$ cat config.mk
export PLATFORM = sky130hd
export DESIGN_NAME = dafx_amplitude_monitor
export DESIGN_NICKNAME = d
export VERILOG_FILES = /design/src/rtl/dafx_amplitude_monitor.sv
export SDC_FILE = /design/constraint.sdc
export NUM_CORES = 1
export LEC_CHECK = 0
export ABC_CLOCK_PERIOD_IN_PS = 3100
export CAP_MARGIN = 20
export CORE_MARGIN = 2
export CORE_UTILIZATION = 45
export DETAILED_ROUTE_END_ITERATION = 12
export MAX_ROUTING_LAYER = met4
export PLACE_DENSITY = 0.79
export SYNTH_ARGS = -nofsm -noshare
export SYNTH_HDL_FRONTEND = slang
export SYNTH_SLANG_ARGS = --single-unit
$ cat constraint.sdc
create_clock -name clk -period 3.1 [get_ports clk]
set_input_delay 0.465 -clock clk [delete_from_list [all_inputs] [get_ports clk]]
set_output_delay 0.465 -clock clk [all_outputs]
set_load 0.02 [all_outputs]
$ cat src/rtl/dafx_amplitude_monitor.sv
// Running signed min/max amplitude tracking, last mixer sample and sticky clip
// interrupts for the DAFX ADC and DAC stereo sample streams.
module dafx_amplitude_monitor #(
    parameter int AUDIO_WIDTH_C    = 24,
    parameter int CLIP_THRESHOLD_C = 8000000
) (
    input  logic                     clk,
    input  logic                     rst,
    input  logic                     adc_valid,
    input  logic [AUDIO_WIDTH_C-1:0] adc_left,
    input  logic [AUDIO_WIDTH_C-1:0] adc_right,
    input  logic                     dac_valid,
    input  logic [AUDIO_WIDTH_C-1:0] dac_left,
    input  logic [AUDIO_WIDTH_C-1:0] dac_right,
    input  logic                     cmd_clear_adc_amplitude,
    input  logic                     cmd_clear_irq_0,
    input  logic                     cmd_clear_irq_1,
    output logic [AUDIO_WIDTH_C-1:0] sr_cir_min_adc_amplitude,
    output logic [AUDIO_WIDTH_C-1:0] sr_cir_max_adc_amplitude,
    output logic [AUDIO_WIDTH_C-1:0] sr_cir_min_dac_amplitude,
    output logic [AUDIO_WIDTH_C-1:0] sr_cir_max_dac_amplitude,
    output logic [AUDIO_WIDTH_C-1:0] sr_mix_out_left,
    output logic [AUDIO_WIDTH_C-1:0] sr_mix_out_right,
    output logic                     irq_0,
    output logic                     irq_1
);

    localparam int W = AUDIO_WIDTH_C;
    localparam logic [W-1:0] MAX_POS = {1'b0, {(W-1){1'b1}}};
    localparam logic [W-1:0] MAX_NEG = {1'b1, {(W-1){1'b0}}};
    localparam logic [W-1:0] CLIP_THR = W'(CLIP_THRESHOLD_C);

    // Magnitude of a signed sample; the most negative code saturates to MAX_POS.
    function automatic logic [W-1:0] sat_abs(input logic [W-1:0] x);
        logic [W-1:0] r;
        if (x == MAX_NEG) begin
            r = MAX_POS;
        end else if (x[W-1]) begin
            r = (~x) + {{(W-1){1'b0}}, 1'b1};
        end else begin
            r = x;
        end
        return r;
    endfunction

    function automatic logic signed_lt(input logic [W-1:0] a, input logic [W-1:0] b);
        return $signed(a) < $signed(b);
    endfunction

    logic [W-1:0] adc_pair_min_s, adc_pair_max_s, dac_pair_min_s, dac_pair_max_s;
    logic         adc_clip_s, dac_clip_s;

    logic         adc_s1_valid_r, dac_s1_valid_r;
    logic [W-1:0] adc_pair_min_r, adc_pair_max_r, dac_pair_min_r, dac_pair_max_r;
    logic         adc_clip_r, dac_clip_r;

    logic [W-1:0] adc_min_r, adc_max_r, dac_min_r, dac_max_r;
    logic [W-1:0] mix_left_r, mix_right_r;
    logic         irq_0_r, irq_1_r;

    // Per-pair signed min/max and clip detection of the incoming samples.
    always_comb begin
        adc_pair_min_s = signed_lt(adc_left, adc_right) ? adc_left : adc_right;
        adc_pair_max_s = signed_lt(adc_left, adc_right) ? adc_right : adc_left;
        dac_pair_min_s = signed_lt(dac_left, dac_right) ? dac_left : dac_right;
        dac_pair_max_s = signed_lt(dac_left, dac_right) ? dac_right : dac_left;
        adc_clip_s = (sat_abs(adc_left) >= CLIP_THR) || (sat_abs(adc_right) >= CLIP_THR);
        dac_clip_s = (sat_abs(dac_left) >= CLIP_THR) || (sat_abs(dac_right) >= CLIP_THR);
    end

    // Stage 1: capture pair extremes and clip flag; mixer output loads here too.
    always_ff @(posedge clk) begin
        if (rst) begin
            adc_s1_valid_r <= 1'b0;
            dac_s1_valid_r <= 1'b0;
            adc_pair_min_r <= {W{1'b0}};
            adc_pair_max_r <= {W{1'b0}};
            dac_pair_min_r <= {W{1'b0}};
            dac_pair_max_r <= {W{1'b0}};
            adc_clip_r     <= 1'b0;
            dac_clip_r     <= 1'b0;
            mix_left_r     <= {W{1'b0}};
            mix_right_r    <= {W{1'b0}};
        end else begin
            adc_s1_valid_r <= adc_valid;
            dac_s1_valid_r <= dac_valid;
            if (adc_valid) begin
                adc_pair_min_r <= adc_pair_min_s;
                adc_pair_max_r <= adc_pair_max_s;
                adc_clip_r     <= adc_clip_s;
            end
            if (dac_valid) begin
                dac_pair_min_r <= dac_pair_min_s;
                dac_pair_max_r <= dac_pair_max_s;
                dac_clip_r     <= dac_clip_s;
                mix_left_r     <= dac_left;
                mix_right_r    <= dac_right;
            end
        end
    end

    // Stage 2: commit into trackers; an amplitude clear discards the committing ADC sample.
    always_ff @(posedge clk) begin
        if (rst) begin
            adc_min_r <= MAX_POS;
            adc_max_r <= MAX_NEG;
            dac_min_r <= MAX_POS;
            dac_max_r <= MAX_NEG;
            irq_0_r   <= 1'b0;
            irq_1_r   <= 1'b0;
        end else begin
            if (cmd_clear_adc_amplitude) begin
                adc_min_r <= MAX_POS;
                adc_max_r <= MAX_NEG;
            end else if (adc_s1_valid_r) begin
                if (signed_lt(adc_pair_min_r, adc_min_r)) adc_min_r <= adc_pair_min_r;
                if (signed_lt(adc_max_r, adc_pair_max_r)) adc_max_r <= adc_pair_max_r;
            end
            if (dac_s1_valid_r) begin
                if (signed_lt(dac_pair_min_r, dac_min_r)) dac_min_r <= dac_pair_min_r;
                if (signed_lt(dac_max_r, dac_pair_max_r)) dac_max_r <= dac_pair_max_r;
            end
            // Set has priority over a coincident clear.
            if (adc_s1_valid_r && adc_clip_r && !cmd_clear_adc_amplitude) begin
                irq_0_r <= 1'b1;
            end else if (cmd_clear_irq_0) begin
                irq_0_r <= 1'b0;
            end
            if (dac_s1_valid_r && dac_clip_r) begin
                irq_1_r <= 1'b1;
            end else if (cmd_clear_irq_1) begin
                irq_1_r <= 1'b0;
            end
        end
    end

    assign sr_cir_min_adc_amplitude = adc_min_r;
    assign sr_cir_max_adc_amplitude = adc_max_r;
    assign sr_cir_min_dac_amplitude = dac_min_r;
    assign sr_cir_max_dac_amplitude = dac_max_r;
    assign sr_mix_out_left          = mix_left_r;
    assign sr_mix_out_right         = mix_right_r;
    assign irq_0                    = irq_0_r;
    assign irq_1                    = irq_1_r;

endmodule
=== Yosys cells after proc, flatten, opt, wreduce, memory -nomap -nowiden ===
Index checks and enable logic that the tools add are counted.

* Register bits after elaboration: 246
* Input port bits: 103
* Output and inout port bits: 146
* Logic and storage cells: 67

* Add/subtract/negate cells: 4
* Magnitude comparators: 10
* Equality and inequality tests: 4
* Multiplexer cells: 16
* Bitwise gates (word level): 4
* Reduce and logical (&&, ||, !) cells: 13

{| class="wikitable"
|+ Operators with widths
! kind !! count
|-
| two-way mux 24 bit || 12
|-
| < comparator 24 bit || 6
|-
| adder 24 x 1 -> 24 bit (second input constant) || 4
|-
| == test 24 bit (second input constant) || 4
|-
| >= comparator 24 x 23 -> 1 bit (second input constant) || 4
|-
| inverter 24 bit || 4
|-
| AND reduction 2 bit || 4
|-
| two-way mux 1 bit || 4
|-
| nonzero test 2 bit || 2
|-
| logical AND 1 bit || 3
|-
| logical OR 1 bit || 2
|-
| OR reduction 2 bit || 1
|-
| zero test 1 bit || 1
|}

=== Longest topological paths before layout ===
Gate-level depths: netlist of run 1.

* Depth in word-level cells: 6
* Mapped depth: 13
* Mapped depth without buffers: 10

=== Worst setup path before layout of run 1 ===
Ideal clock, no wire load.

* Path kind: in2reg
* From: input adc_right[11]
* To: register adc_pair_min_r[10]
* Setup time: 0.091 ns
* Arrival time: 2.606 ns
* Data required time: 3.009 ns
* Path slack: 0.404 ns
* Stages: 13
* Buffers on the path: 3
* Path through: clkbuf_1 inv_1 ha_1 a2111oi_0 o21ai_1 o21ai_0 nand2_1 o21ai_1 and2_1 buf_2 buf_2 nand2_1 a311oi_1

* Word-level cells in the longest chain between the ends: 2

{| class="wikitable"
|+ RTL lines
! element !! line !! source
|-
| from (decl) || 11 || <nowiki>input logic [AUDIO_WIDTH_C-1:0] adc_right,</nowiki>
|-
| < comparator 24 bit || 47 || <nowiki>return $signed(a) < $signed(b);</nowiki>
|-
| two-way mux 24 bit || 63 || <nowiki>adc_pair_min_s = signed_lt(adc_left, adc_right) ? adc_left : adc_right;</nowiki>
|-
| to (signal assigned) || 76 || <nowiki>adc_pair_min_r <= {W{1'b0}};</nowiki>
|-
| to (signal assigned) || 88 || <nowiki>adc_pair_min_r <= adc_pair_min_s;</nowiki>
|-
| to (decl) || 54 || <nowiki>logic [W-1:0] adc_pair_min_r, adc_pair_max_r, dac_pair_min_r, dac_pair_max_r;</nowiki>
|}

No other way between the ends.
A chain may end at the register's enable or synchronous reset.

=== Worst setup path in the final report of run 1 ===
* From: register adc_min_r[9], in the netlist sr_cir_min_adc_amplitude[9]
* To: register adc_min_r[3], in the netlist sr_cir_min_adc_amplitude[3]

* Word-level cells in the longest chain between the ends: 2

{| class="wikitable"
|+ RTL lines
! element !! line !! source
|-
| from (decl) || 57 || <nowiki>logic [W-1:0] adc_min_r, adc_max_r, dac_min_r, dac_max_r;</nowiki>
|-
| from (signal assigned) || 116 || <nowiki>if (signed_lt(adc_pair_min_r, adc_min_r)) adc_min_r <= adc_pair_min_r;</nowiki>
|-
| < comparator 24 bit || 47 ||
|-
| AND reduction 2 bit (no line) || -- ||
|}

No other way between the ends.

==> flow_metrics.env, run 1 <==
export IMPL_grt_pass1_wl_um=74750
export IMPL_yosys_most_used_dff="dfxtp_1"
export IMPL_syn_to_final_growth_pct=34.13
export IMPL_cts_htree_levels=1
export IMPL_finalPower_mw=9.258
export IMPL_finalCritPeriodShare_pct=93.74
export IMPL_period_needed_ns=2.906
export IMPL_clkTransAtPathRegs_ns=0.06
export IMPL_vias=14411
export IMPL_cts_made_buffers=28
export IMPL_yosys_area_top_type="dfxtp_1"
export IMPL_syn_avg_cell_area_um2=8.225
export IMPL_syn_cell_area_um2=14340
export IMPL_viasPerCell=5.753
export IMPL_design_portCount=249
export IMPL_yosysTopAreaCellShare_pct=34.33
export IMPL_ctsHoldBuffers=0
export IMPL_max_clock_freq_ghz=0.3441
export IMPL_fp_dieW_um=182.5
export IMPL_avgRoutedWirePerCell_um=19.27
export IMPL_post_cts_resized=0
export IMPL_critPathMaxFanout=38
export IMPL_drt_total_wl_um=48280
export IMPL_final_util_pct=61.13
export IMPL_yosysWarnings=0
export IMPL_postCtsSetupBuffers=0
export IMPL_layout_setup_ws_ns=0.1940
export IMPL_synth_seq_area_share_pct=34.33
export IMPL_initial_core_util_pct=45.57
export IMPL_dieArea_um2=33320
export IMPL_final_max_slew_viol_count=0
export IMPL_maxCapViolCount=0
export IMPL_drcViolationCount=1
export IMPL_place_ws_ns=-0.2178
export IMPL_hold_violations=0
export IMPL_status="finished, violations left"
export IMPL_grt_overflow=0
export IMPL_cts_sinks=246
export IMPL_grt_pass1_vias=13938
export IMPL_dr_pass1_iters=9
export IMPL_drive_gt1_share_pct=10.86
export IMPL_grt_max_degree=99
export IMPL_insertion_delay_ns=0.55
export IMPL_ys_ff_latch=246
export IMPL_rsz0062_at_grt="false"
export IMPL_synthCells=1744
export IMPL_critPathLaunchType="flip-flop"
export IMPL_async_flop_share_pct=0
export IMPL_core_um2=31470
export IMPL_path_buf_inv=2
export IMPL_path_delay_family="compound AO/OA/AOI/OAI gates"
export IMPL_synthDistinctLibCells=75
export IMPL_violations="design-rule violations"
export IMPL_root_buffer="clkbuf_16"
export IMPL_hp_class="input port to flip-flop"
export IMPL_antenna_found_initial=3
export IMPL_syn_nets=1989
export IMPL_worstMarginPinSlew_ns=0.7632
export IMPL_cpPeakStageDelay_ns=0.59
export IMPL_drtIter0Drc=1011
export IMPL_synth_edff_count=0
export IMPL_setup_viol=0
export IMPL_max_slew_margin_pct=49.12
export IMPL_synth_area_leaders="dfxtp_1 (34%), ha_1 (12%), mux2i_1 (8.7%)"
export IMPL_final_common_cell="dfxtp_1"
export IMPL_end_kind="flip-flop"
export IMPL_crit_path_top_delay_cell="o41a_1"
export IMPL_grtUsageTotal_pct=28.85
export IMPL_place_hpwl_um=36640
export IMPL_path_cells="inv_1 > ha_1 > a211oi_1 > o21bai_1 > a211o_1 > o2111ai_1 > a311oi_1 > o41a_1 > buf_12 > nor3_1 > a31oi_1"
export IMPL_cp_required_ns=3.50
export IMPL_io_buffers=248
export IMPL_finalClockSkew_ns=0.01760
export IMPL_p_leak_nw=8.671
export IMPL_most_common_layout_cells="dfxtp_1 (246), clkdlybuf4s50_1 (245), nor2_1 (210)"
export IMPL_power_density_nw_per_um2=481.2
export IMPL_gp_congestion=0.9728
export IMPL_die_y_um=182.5
export IMPL_worst_ep_arrival_time_ns=3.30
export IMPL_fin_nets=2324
export IMPL_vdd_ir_drop_max_mv=0.4099
export IMPL_cts_buffer_depth=3
export IMPL_tritoncts="yes"
export IMPL_drtAntennaViolNets=0
export IMPL_critPathKind="flip-flop to flip-flop"
export IMPL_rows=65
-- power by group --
| part | internal [mW] | switching, mW | total [mW] | leakage [nW] |
|---|---|---|---|---|
| Sequential | 3.38 | 0.200 | 3.58 | 2.03 |
| Combinational | 0.960 | 1.19 | 2.15 | 6.17 |
| Clock | 2.14 | 1.38 | 3.53 | 0.473 |
-- metal layers --
layer  global-route usage [%]  routed length [um]  vias to the layer above
met5                        -                   0                        -
met4                    12.58                2255                        0
met3                    4.011                3115                      122
met2                    49.55               23440                      545
met1                    33.68               19470                     6824
li1                         -                   -                     6920
-- synthesized netlist by cell type (44+ instances only) --
cell / n
nand3_1: 49
mux2i_1: 124
o21ai_0: 46
a211oi_1: 59
inv_1: 149
clkbuf_1: 81
nand2_1: 186
ha_1: 142
dfxtp_1: 246
a311oi_1: 51
nor2_1: 211
a21oi_1: 44
-- final timing paths --
check / startpoint / cells past startpoint / end / slack (ns)
setup / recovery: sr_cir_min_adc_amplitude[9] / 11 / sr_cir_min_adc_amplitude[3] / 0.19
hold / removal: rst / 2 / sr_mix_out_left[21] / 0.37
setup reg to reg: sr_cir_min_adc_amplitude[9] / 11 / sr_cir_min_adc_amplitude[3] / 0.19
hold reg to reg: irq_1 / 2 / irq_1 / 0.47
-- kinds of logic (layout without fill, tap and decap cells) --
group                      count (synthesis)  after routing  share of synthesized area [%]
and+or+nand+nor                          591            591                          18.56
muxes                                    127            127                          8.906
xor gates and xnor gates                  15             15                         0.9159
adders and majority gates                142            142                          12.39
AOI/OAI and AO/OA                        369            369                          17.93
DFF                                      246            246                          34.33
buffers and inverters                    254            610                          6.970
other                                      0              3                              0
-- metrics by stage --
step / TNS (ns) / cell area, um2 / cells / hold WS (ns)
detailed placement: -11.47 / 18250 / 2451 / 0.4650
floorplan: 0 / 14340 / 1744 / 0.4328
global route: 0 / 19240 / 2505 / 0.4207
CTS: 0 / 19230 / 2502 / 0.3884
global placement: -5.564 / 18250 / 2451 / 0.4553
finish: 0 / 19240 / 2505 / 0.3733
-- cell type report --
| cell class | count | area, um2 |
|---|---|---|
| Antenna cell | 3 | 7.507 |
| Clock buffer | 43 | 858.3 |
| Clock inverter | 8 | 122.6 |
| Fill cell | 2725 | 12230 |
| Inverter | 151 | 566.8 |
| Multi-Input combinational cell | 1244 | 8454 |
| Sequential cell | 246 | 4925 |
| Tap cell | 402 | 503.0 |
| Timing Repair Buffer | 408 | 3802 |
No activity file was read; power rests on OpenSTA's default activity.
==> run 2: changes to the inputs <==
--- a/config.mk
+++ b/config.mk
@@ -7,7 +7,7 @@
 export LEC_CHECK = 0
 export ABC_CLOCK_PERIOD_IN_PS = 3100
 export CAP_MARGIN = 20
-export CORE_MARGIN = 2
+export CORE_MARGIN = 1.5
 export CORE_UTILIZATION = 45
 export DETAILED_ROUTE_END_ITERATION = 12
 export MAX_ROUTING_LAYER = met4
==> run 2 against run 1 <==
- the flow now finishes without violations
- critical path depth unchanged
- flip-flop and latch count unchanged
- wire length decreased by 2.0%
- worst setup slack improved by 0.12 ns
- maximum frequency increased by 4.1%
==> flow_metrics.env, run 2 (synthesized netlist as in run 1, its figures left out) <==
export IMPL_place_hpwl_um=36000
export IMPL_post_cts_resized=0
export IMPL_maxCapViolCount=0
export IMPL_hold_violations=0
export IMPL_max_slew_margin_pct=46.84
export IMPL_initial_core_util_pct=45.57
export IMPL_power_density_nw_per_um2=469.2
export IMPL_design_portCount=249
export IMPL_most_common_layout_cells="dfxtp_1 (246), clkdlybuf4s50_1 (245), nor2_1 (210)"
export IMPL_status="completed"
export IMPL_final_common_cell="dfxtp_1"
export IMPL_io_buffers=248
export IMPL_viasPerCell=5.740
export IMPL_root_buffer="clkbuf_16"
export IMPL_syn_to_final_growth_pct=33.04
export IMPL_cts_sinks=246
export IMPL_setup_viol=0
export IMPL_dr_pass1_iters=5
export IMPL_path_buf_inv=2
export IMPL_vias=14332
export IMPL_postCtsSetupBuffers=0
export IMPL_fp_dieW_um=181.5
export IMPL_cts_htree_levels=1
export IMPL_worst_ep_arrival_time_ns=3.26
export IMPL_vdd_ir_drop_max_mv=0.4572
export IMPL_cpPeakStageDelay_ns=0.43
export IMPL_worstMarginPinSlew_ns=0.7974
export IMPL_period_needed_ns=2.791
export IMPL_end_kind="flip-flop"
export IMPL_gp_congestion=0.9808
export IMPL_fin_nets=2317
export IMPL_cts_made_buffers=27
export IMPL_avgRoutedWirePerCell_um=18.95
export IMPL_rows=65
export IMPL_cp_required_ns=3.57
export IMPL_grtUsageTotal_pct=28.83
export IMPL_drive_gt1_share_pct=10.47
export IMPL_finalCritPeriodShare_pct=90.03
export IMPL_grt_overflow=0
export IMPL_critPathKind="flip-flop to flip-flop"
export IMPL_grt_pass1_vias=14107
export IMPL_insertion_delay_ns=0.55
export IMPL_drtAntennaViolNets=0
export IMPL_rsz0062_at_grt="false"
export IMPL_drcViolationCount=0
export IMPL_hp_class="input port to flip-flop"
export IMPL_grt_max_degree=175
export IMPL_final_max_slew_viol_count=0
export IMPL_finalClockSkew_ns=0.008409
export IMPL_finalPower_mw=8.955
export IMPL_die_y_um=181.5
export IMPL_core_um2=31470
export IMPL_grt_pass1_wl_um=74090
export IMPL_critPathLaunchType="flip-flop"
export IMPL_p_leak_nw=8.587
export IMPL_ctsHoldBuffers=0
export IMPL_tritoncts="yes"
export IMPL_antenna_found_initial=4
export IMPL_crit_path_top_delay_cell="a2111o_1"
export IMPL_max_clock_freq_ghz=0.3583
export IMPL_drt_total_wl_um=47330
export IMPL_cts_buffer_depth=3
export IMPL_critPathMaxFanout=26
export IMPL_dieArea_um2=32960
export IMPL_path_cells="inv_1 > ha_1 > a2111o_1 > a31oi_1 > o21ai_1 > a211oi_1 > o31ai_1 > o21ai_2 > buf_4 > nand2_1 > o211ai_1"
export IMPL_clkTransAtPathRegs_ns=0.06
export IMPL_path_delay_family="compound AO/OA/AOI/OAI gates"
export IMPL_fin_tns_setup_ns=0
export IMPL_drtIter0Drc=1059
[run 2: changes by cell type in the layout (fill, tap and decap cells not counted)]
cell / delta
clkbuf_8: -4
diode_2: +1
buf_12: -1
a2111oi_1: -1
a2111oi_0: +1
inv_16: +1
clkbuf_16: -2
buf_4: -5
clkinv_2: +3
bufinv_16: -1
[run 2: power by group]
part           leakage (nW)  switching, mW  internal [mW]
Combinational          6.14           1.18          0.953
Clock                 0.427           1.37           1.87
Sequential             2.03          0.202           3.38
Total                  8.59           2.75           6.20
[run 2: final timing paths]
kind                                    start                     endpoint  slack [ns]  cells after the start
setup reg to reg  sr_cir_min_dac_amplitude[5]  sr_cir_min_dac_amplitude[4]        0.31                     11
hold reg to reg                         irq_0                        irq_0        0.47                      2
setup / recovery  sr_cir_min_dac_amplitude[5]  sr_cir_min_dac_amplitude[4]        0.31                     11
hold / removal                            rst                        irq_0        0.11                      2
[run 2: through the flow]
| stage | setup slack (ns) | utilization [%] | cell area (um2) | hold slack [ns] | std cells |
|---|---|---|---|---|---|
| final | 0.3091 | 60.63 | 19080 | 0.1141 | 2497 |
| after global routing | 0.07585 | 60.63 | 19080 | 0.1230 | 2497 |
| after CTS | 0.3047 | 60.60 | 19070 | 0.09683 | 2493 |
| after detailed placement | -0.1022 | 57.80 | 18190 | 0.4587 | 2445 |
| after global placement | -0.03053 | 57.80 | 18190 | 0.4559 | 2445 |
| after floorplan | 0.4035 | - | 14340 | 0.4328 | 1744 |
[run 2: routing by layer]
layer,global-route usage (%),vias to the layer above,wire length [um],share of wire [%]
met3,4.031,154,2948,6.2
met2,48.89,584,22580,48
met5,-,-,0,0
met4,14.93,0,2741,5.8
li1,-,6892,-,-
met1,33.18,6702,19060,40
[run 2: cell type report]
cell class | instances | area (um2)
multi-input cells | 1244 | 8453
flip-flops and latches | 246 | 4925
fillers | 2656 | 12390
clock inverters | 11 | 127.6
diodes | 4 | 10.01
clock buffers | 37 | 753.2
well taps | 402 | 503.0
inverters | 151 | 566.8
repair buffers | 402 | 3745
[run 2: worst reg2reg max path: cells and delay by family, from the launching register on]
family | cells | cell delay [ns]
DFF | 1 | 0.32
buffers and inverters | 2 | 0.40
adders and majority gates | 1 | 0.33
AOI/OAI and AO/OA | 7 | 1.57
and+or+nand+nor | 1 | 0.10
==> run 3: changes to the inputs <==
--- a/config.mk
+++ b/config.mk
@@ -5,13 +5,14 @@
 export SDC_FILE = /design/constraint.sdc
 export NUM_CORES = 1
 export LEC_CHECK = 0
+export ABC_AREA = 1
 export ABC_CLOCK_PERIOD_IN_PS = 3100
 export CAP_MARGIN = 20
-export CORE_MARGIN = 1.5
+export CORE_MARGIN = 2
 export CORE_UTILIZATION = 45
 export DETAILED_ROUTE_END_ITERATION = 12
 export MAX_ROUTING_LAYER = met4
-export PLACE_DENSITY = 0.79
+export PLACE_DENSITY = 0.78
 export SYNTH_ARGS = -nofsm -noshare
 export SYNTH_HDL_FRONTEND = slang
 export SYNTH_SLANG_ARGS = --single-unit
==> run 3 against run 2 <==
- critical path depth up 4
- cell count is 24% higher
- total power grew 3.3%
- critical path type is now input port to flip-flop
- worst setup slack better by 0.24 ns
- die area increased by 9.8%
- utilization shrank 3.4 points
- sequential power barely moved
- synthesized area grew 8.8%
- synthesized cell count up 36%
==> flow_metrics.env, run 3 <==
export IMPL_grt_max_degree=62
export IMPL_crit_path_frequent_cell="a21oi_1"
export IMPL_worstMarginPinSlew_ns=0.9351
export IMPL_syn_nets=2612
export IMPL_register_area_um2=4925
export IMPL_hold_violations=0
export IMPL_yosys_area_top_type="dfxtp_1"
export IMPL_yosysTopAreaCellShare_pct=31.56
export IMPL_placed_area_um2=18760
export IMPL_io_buffers=248
export IMPL_yosysWarnings=0
export IMPL_initial_core_util_pct=45.39
export IMPL_synth_seq_area_share_pct=31.56
export IMPL_syn_cell_area_um2=15600
export IMPL_yosys_top_cells_count="nand2_1 (684), a21oi_1 (277), dfxtp_1 (246)"
export IMPL_max_clock_freq_ghz=0.3920
export IMPL_path_cells="clkdlybuf4s50_1 > inv_1 > ha_1 > a21oi_1 > o21ai_1 > o21bai_1 > a21oi_1 > nand2_1 > nand2_2 > nand2_4 > inv_4 > buf_12 > nand2_1 > nand3_1 > a21oi_1"
export IMPL_vdd_ir_drop_max_mv=0.4341
export IMPL_final_common_cell="nand2_1"
export IMPL_synth_most_common_cell="nand2_1"
export IMPL_drtIter0Drc=1391
export IMPL_final_max_slew_viol_count=0
export IMPL_core_um2=34370
export IMPL_vias=17171
export IMPL_finalPower_mw=9.250
export IMPL_final_util_pct=57.28
export IMPL_ctsHoldBuffers=0
export IMPL_antenna_found_initial=0
export IMPL_hp_class="input port to flip-flop"
export IMPL_post_cts_resized=0
export IMPL_synthDistinctLibCells=37
export IMPL_fin_area_um2=19690
export IMPL_cts_made_buffers=28
export IMPL_layout_setup_ws_ns=0.5492
export IMPL_multi_input_area_um2=9165
export IMPL_syn_to_final_growth_pct=26.19
export IMPL_ys_ff_latch=246
export IMPL_drive_gt1_share_pct=5.925
export IMPL_avgRoutedWirePerCell_um=16.96
export IMPL_finalCritPeriodShare_pct=82.28
export IMPL_crit_path_top_delay_cell="clkdlybuf4s50_1"
export IMPL_fin_tns_setup_ns=0
export IMPL_postCtsSetupBuffers=0
export IMPL_tritoncts="yes"
export IMPL_rsz0062_at_grt="false"
export IMPL_grt_pass1_wl_um=82520
export IMPL_hold_slack_ns=0.3120
export IMPL_syn_avg_cell_area_um2=6.592
export IMPL_root_buffer="clkbuf_16"
export IMPL_fin_cells=3088
export IMPL_place_hpwl_um=39780
export IMPL_synthCells=2367
export IMPL_worst_ep_arrival_time_ns=2.97
export IMPL_grt_overflow=0
export IMPL_cts_sinks=246
export IMPL_design_portCount=249
export IMPL_yosys_most_used_dff="dfxtp_1"
export IMPL_setup_viol=0
export IMPL_busiest_layer="met2"
export IMPL_fp_dieW_um=190.2
export IMPL_synth_edff_count=0
export IMPL_gp_congestion=0.9829
export IMPL_dr_pass1_iters=6
export IMPL_critPathMaxFanout=15
export IMPL_period_needed_ns=2.551
export IMPL_die_y_um=190.2
export IMPL_drt_total_wl_um=52390
export IMPL_rows=68
export IMPL_dieArea_um2=36180
export IMPL_cp_required_ns=3.52
export IMPL_clkTransAtPathRegs_ns=0.06
export IMPL_end_kind="flip-flop"
export IMPL_path_delay_family="buffers and inverters"
export IMPL_critPathLaunchType="input port"
export IMPL_insertion_delay_ns=0.55
export IMPL_finalClockSkew_ns=0.01843
export IMPL_drtAntennaViolNets=0
export IMPL_critPathKind="input port to flip-flop"
export IMPL_grt_use_met2_pct=47.22
export IMPL_p_leak_nw=9.231
export IMPL_nFillCells=3225
export IMPL_grtUsageTotal_pct=29.00
export IMPL_grt_use_met3_pct=3.985
export IMPL_path_buf_inv=4
export IMPL_placed_cells=3037
export IMPL_synth_area_leaders="dfxtp_1 (32%), nand2_1 (16%), ha_1 (11%)"
export IMPL_drcViolationCount=0
export IMPL_most_common_layout_cells="nand2_1 (684), a21oi_1 (277), dfxtp_1 (246), clkdlybuf4s50_1 (246), inv_1 (244)"
export IMPL_cts_htree_levels=1
export IMPL_viasPerCell=5.561
export IMPL_n_antenna_cell=0
export IMPL_power_density_nw_per_um2=469.8
export IMPL_status="completed"
export IMPL_place_ws_ns=0.09159
export IMPL_max_slew_margin_pct=37.57
export IMPL_use_met1_pct=35.90
export IMPL_fin_nets=2857
export IMPL_async_flop_share_pct=0
export IMPL_cts_buffer_depth=3
export IMPL_cpPeakStageDelay_ns=0.59
export IMPL_maxCapViolCount=0
export IMPL_grt_pass1_vias=16135
[run 3: per-layer routing]
| metal | routed length [um] | vias to the layer above | share of wire, % |
|---|---|---|---|
| li1 | - | 8372 | - |
| met1 | 22120 | 7947 | 42 |
| met2 | 24180 | 731 | 46 |
| met3 | 3675 | 121 | 7.0 |
| met4 | 2412 | 0 | 4.6 |
| met5 | 0 | - | 0 |
[run 3: logic make-up after synthesis]
group                    count (synthesis)  synth area share (%)
flip-flops                             246                 31.56
AND/OR/NAND/NOR                       1203                 33.49
AO/OA/AOI/OAI                          395                 13.18
adder cells (fa/ha/maj)                142                 11.39
XOR/XNOR                                12                0.6736
buffers and inverters                  369                 9.711
[run 3: cell type report]
cell class	count	share of cell area, %
clock buffer	40	4.099
clock inverter	11	0.6355
inverter	251	4.798
multi-input combinational	1752	46.55
sequential	246	25.01
tap	455	2.891
timing repair buffer	333	16.01
[run 3: worst paths after layout]
path,from,endpoint,slack [ns],depth (start not counted)
max,dac_right[13],dac_pair_min_r[4],0.55,15
min,dac_valid,sr_mix_out_right[22],0.31,2
max reg2reg,dac_pair_max_r[23],sr_cir_max_dac_amplitude[23],0.58,13
min reg2reg,irq_0,irq_0,0.45,2
[run 3: power by group]
group          leakage (nW)  switching (mW)  internal [mW]
logic                  6.75            1.39          0.882
registers              2.02           0.228           3.39
clock network         0.457            1.38           1.98
